[src/rtl/multi_channel_sampler.sv]
// N-channel comparator sampler: 2-bit {H,L} pairs packed DEPTH per word; word on smpl one clk after the completing strobe.
// smpl/smpl_vld hold until accepted; a word completing while the held one is still refused is dropped and sets sticky ovr.
module multi_channel_sampler #(
  parameter int NUM_CH = 5,
  parameter int DEPTH  = 4,
  parameter int SYNC   = 2
) (
  input  logic                       clk,
  input  logic                       rst_n,
  input  logic                       smpl_en,
  input  logic                       clr_cnt,
  input  logic [NUM_CH-1:0]          CH_H,
  input  logic [NUM_CH-1:0]          CH_L,
  input  logic                       smpl_rdy,
  output logic [NUM_CH*2*DEPTH-1:0]  smpl,
  output logic                       smpl_vld,
  output logic [NUM_CH-1:0]          CH_Hrise,
  output logic [NUM_CH-1:0]          CH_Lfall,
  output logic                       ovr
);

  localparam int W  = 2 * DEPTH;
  localparam int CW = $clog2(DEPTH);

  logic [NUM_CH-1:0]     h_sync [SYNC];
  logic [NUM_CH-1:0]     l_sync [SYNC];
  logic [NUM_CH-1:0]     hs, ls;
  logic [NUM_CH-1:0]     prev_h, prev_l;
  logic                  first;
  logic [CW-1:0]         count;
  // Only the DEPTH-1 older pairs are stored; the newest pair comes straight from the synchroniser.
  logic [W-3:0]          sr     [NUM_CH];
  logic [W-1:0]          sr_full[NUM_CH];
  logic [NUM_CH*W-1:0]   word_nxt;
  logic                  sample, last, complete, accept;

  assign hs = h_sync[SYNC-1];
  assign ls = l_sync[SYNC-1];

  always_ff @(posedge clk or negedge rst_n) begin
    if (!rst_n) begin
      for (int k = 0; k < SYNC; k++) begin
        h_sync[k] <= '0;
        l_sync[k] <= '0;
      end
    end else begin
      h_sync[0] <= CH_H;
      l_sync[0] <= CH_L;
      for (int k = 1; k < SYNC; k++) begin
        h_sync[k] <= h_sync[k-1];
        l_sync[k] <= l_sync[k-1];
      end
    end
  end

  always_comb begin
    word_nxt = '0;
    for (int i = 0; i < NUM_CH; i++) begin
      sr_full[i] = {sr[i], hs[i], ls[i]};
      word_nxt[i*W +: W] = sr_full[i];
    end
  end

  assign sample   = smpl_en & ~clr_cnt;
  assign last     = (count == CW'(DEPTH - 1));
  assign complete = sample & last;
  assign accept   = smpl_vld & smpl_rdy;

  always_ff @(posedge clk or negedge rst_n) begin
    if (!rst_n) begin
      count  <= '0;
      first  <= 1'b1;
      prev_h <= '0;
      prev_l <= '0;
      for (int i = 0; i < NUM_CH; i++) sr[i] <= '0;
    end else if (clr_cnt) begin
      count <= '0;
      first <= 1'b1;
    end else if (smpl_en) begin
      count  <= last ? '0 : count + 1'b1;
      first  <= 1'b0;
      prev_h <= hs;
      prev_l <= ls;
      for (int i = 0; i < NUM_CH; i++) sr[i] <= sr_full[i][W-3:0];
    end
  end

  always_ff @(posedge clk or negedge rst_n) begin
    if (!rst_n) begin
      smpl     <= '0;
      smpl_vld <= 1'b0;
      ovr      <= 1'b0;
      CH_Hrise <= '0;
      CH_Lfall <= '0;
    end else begin
      CH_Hrise <= (sample && !first) ? (hs & ~prev_h) : '0;
      CH_Lfall <= (sample && !first) ? (~ls & prev_l) : '0;
      if (complete && (!smpl_vld || smpl_rdy)) begin
        smpl     <= word_nxt;
        smpl_vld <= 1'b1;
      end else if (accept) begin
        smpl_vld <= 1'b0;
      end
      if (complete && smpl_vld && !smpl_rdy) ovr <= 1'b1;
    end
  end

endmodule

[config.mk]
export PLATFORM = sky130hd
export DESIGN_NAME = multi_channel_sampler
export DESIGN_NICKNAME = d
export VERILOG_FILES = /design/src/rtl/multi_channel_sampler.sv
export SDC_FILE = /design/constraint.sdc
export NUM_CORES = 1
export LEC_CHECK = 0
export CAP_MARGIN = 5
export CELL_PAD_IN_SITES_DETAIL_PLACEMENT = 0
export CELL_PAD_IN_SITES_GLOBAL_PLACEMENT = 1
export CORE_ASPECT_RATIO = 1.2
export CORE_MARGIN = 2
export CORE_UTILIZATION = 46
export CTS_CLUSTER_DIAMETER = 100
export DETAILED_ROUTE_END_ITERATION = 12
export HOLD_SLACK_MARGIN = 0.06
export PLACE_DENSITY = 0.82
export REMOVE_ABC_BUFFERS = 1
export SETUP_SLACK_MARGIN = 0.3
export SLEW_MARGIN = 20
export SYNTH_ARGS = -nofsm -noshare
export SYNTH_HDL_FRONTEND = slang
export SYNTH_SLANG_ARGS = --single-unit
[constraint.sdc]
create_clock -name clk -period 2.1 [get_ports clk]
set_input_delay 0.63 -clock clk [delete_from_list [all_inputs] [get_ports clk]]
set_output_delay 0.63 -clock clk [all_outputs]
set_load 0.01 [all_outputs]
==> metrics.md <==
| Metric | Value |
|---|---|
| First-pass GRT wire length | `10.3 mm` |
| TritonCTS clock tree | `built` |
| FMAX | `569 MHz` |
| Routed length per instance | `15.3 um` |
| Mapped cell area | `~3600 um2` |
| Synth warnings | `0` |
| Avg Vias per Cell | `between 4 and 5` |
| # H-tree levels | `3` |
| Area leader, netlist | `dfrtp_1` |
| Worst slew pin tran | `339 ps` |
| Total power draw | `between 4000 and 5000 uW` |
| Synth cell types | `20` |
| Setup tns final | `0 ps` |
| Flop-to-flop setup slack | `470 ps` |
| Worst setup EP type | `register` |
| Initial DRC count | `76` |
| Maximum VDD drop | `0.000528 V` |
| Synth area leaders | `dfrtp_1 (71%), mux2_2 (21%), nor3b_1 (2.1%), mux2_1 (0.93%), buf_4 (0.82%)` |
| Seq/Total Area, Yosys | `72.1%` |
| RSZ-0062 raised after global routing | `false` |
| Post-synth EDFFs | `0` |
| WS Path Type | `in2reg` |
| Routed wl met2 | `3.03 mm` |
| Final Hold Viols | `0` |
| Highest Signal Layer | `met4` |
| Area growth syn-to-layout | `30.0%` |
| Final core utilization | `roughly three fifths` |
| Routed Antenna Nets | `0` |
| Worst Setup Start Kind | `input port` |
| Setup Viol. Count Final | `0` |
| Hold Crit Class | `in2async` |
| Status | `completed` |
| Leak | `0.00241 uW` |
| Max Buffers Root-to-Sink | `2` |
| CTS root buffer | `clkbuf_8` |
| Post-synth top cells | `dfrtp_1 (104), mux2_2 (67), nor3b_1 (10), buf_4 (4), inv_1 (4)` |
| Total track usage | `15.7%` |
| Fin nets | `between 300 and 400` |
| Maxcap violations | `0` |
| Wire length on met3 | `234 um` |
| Filler cells | `622` |
| Main synth FF type | `dfrtp_1` |
| Reg2Reg Depth | `6` |
| PwrDens | `slightly above 900 nW/um2` |
| Relative slew slack | `between 70 and 80%` |
| Mean Syn Cell Area | `between 15 and 20 um2` |
| CP Data Arrival Time | `2010 ps` |
| Die width | `between 80 and 90 um` |
| Ys async rst share | `100%` |
| Vias in the first global route | `2035` |
| ANT cells | `0` |
| Drt total wl | `6.01 mm` |
| Post-synthesis cell count | `209` |
| # hold bufs at CTS | `0` |
| CP required | `2350 ps` |
| Vias | `1961` |
| # IOs | `67` |
| IO Port Bufs | `66` |
| DR pass1 iterations | `4` |
| CTS Sinks | `105` |
| Initial antenna violation count | `0` |
| Worst-Skew Late Latency | `around 360 ps` |
| Final worst path period need | `1760 ps` |
| Gpl congestion | `~0.66` |
| Initial Utilization | `47.5%` |
| FF-to-FF Start | `count[0]` |
| Share of cells above drive strength 1 | `36.2%` |
| Die Y-Extent | `101 um` |
| Fin crit share | `83.7%` |
| Setup Skew | `8.65 ps` |
| Crit Path Max Fanout | `19` |
| M1 WL | `between 2 and 3 mm` |
| Inserted Clock Buffers | `9` |
| Top-area cell type share of the netlist area | `a little under three quarters` |
| Row Count | `35` |
| Clk slew on worst S/H paths | `100 ps` |
| Synth Register Bits | `105` |
| Fin. max-slew vios | `0` |
| Die area | `slightly below 9000 um2` |
| Hpwl dp | `4.01 mm` |
| GRT Residual Overflow | `0` |
| Reg2reg end | `smpl[32]` |
| DRC | `0` |
| Count leader, synth | `dfrtp_1` |
| Largest net degree at the start of global routing | `53` |
| Core Box Area | `about 7700 um2` |
## cells by family (layout without fill, tap and decap cells)
family                   Yosys count  in the layout  share of synthesized area, %
AO/OA/AOI/OAI                      4              4                         0.790
AND/OR/NAND/NOR                   15             15                          2.82
adder cells (fa/ha/maj)            1              1                         0.343
XOR/XNOR                           1              1                         0.240
multiplexers                      71             71                          21.9
buffers and inverters             12            104                          1.75
flip-flops                       105            105                          72.1
## critical path, stage by stage
cell and delay, ps:
clkdlybuf4s50_1 500, inv_1 80, a21oi_4 140, buf_4 140, buf_12 160, mux2_2 350
## through the flow
stage,instances,instance area [um2],hold slack [ps],worst slack [ps]
floorplan,201,3590,331,-378
global placement,371,4520,332,-40.6
detailed placement,371,4520,336,-71.8
CTS,388,4640,150,190
global route,393,4740,163,304
finish,393,4740,165,341
## registers in the layout, indices dropped and copies added (netlist names)
name      cells
CH_Hrise      5
sr           22
ovr           1
prev_h        4
ls            5
l_sync        5
first         1
h_sync        5
CH_Lfall      5
count         2
smpl_vld      1
prev_l        4
hs            5
smpl         40
## power by group
group	total [uW]	internal, uW	switching [uW]
clock network	1120	470	653
registers	2530	2350	179
logic	710	431	280
total	4360	3250	1110
## per-layer routing
metal	global-route usage [%]	vias to the layer above
met4	8.79	0
met1	20.6	1012
met2	24.6	40
met3	3.18	11
li1	-	898
met5	0	-
## cell type report
| class | count | area (um2) | share of cell area, % |
|---|---|---|---|
| clock buffer | 11 | 141 | 2.99 |
| tap | 92 | 115 | 2.43 |
| inverter | 4 | 15.0 | 0.317 |
| clock inverter | 5 | 41.3 | 0.872 |
| timing repair buffer | 84 | 808 | 17.1 |
| sequential | 105 | 2630 | 55.5 |
| multi-input combinational | 92 | 986 | 20.8 |
## cell usage in the layout (no fill, tap or decap), types with 2 or more instances in the layout
cell type        instances
clkinv_4                 3
clkinvlp_4               2
inv_1                    4
clkdlybuf4s50_1         11
clkbuf_8                10
mux2_1                   3
dlygate4sd2_1           51
mux2_2                  67
buf_12                   4
nor3b_2                  5
nor3b_1                  5
dlymetal6s2s_1           3
buf_4                   13
nor2_1                   2
dfrtp_1                104
## what timing repair did
item / in CTS / in global routing
pin swaps: 0 / 2
endpoints found under the setup margin: 52 / 49
setup buffers: 1 / 3
gates cloned: 0 / 2
gates resized for setup: 51 / 8
## worst max path at each step
stage	start	to	slack, ps	depth (start not counted)
floorplan	clr_cnt	smpl[0]	-380	3
CTS	smpl_vld	smpl_vld	190	1
global route	smpl_rdy	smpl[19]	300	6
global placement	clr_cnt	smpl[30]	-40	5
detailed placement	clr_cnt	smpl[32]	-70	5
finish	smpl_rdy	smpl[32]	340	6
Note: power is estimated with default switching activity, not from simulation.
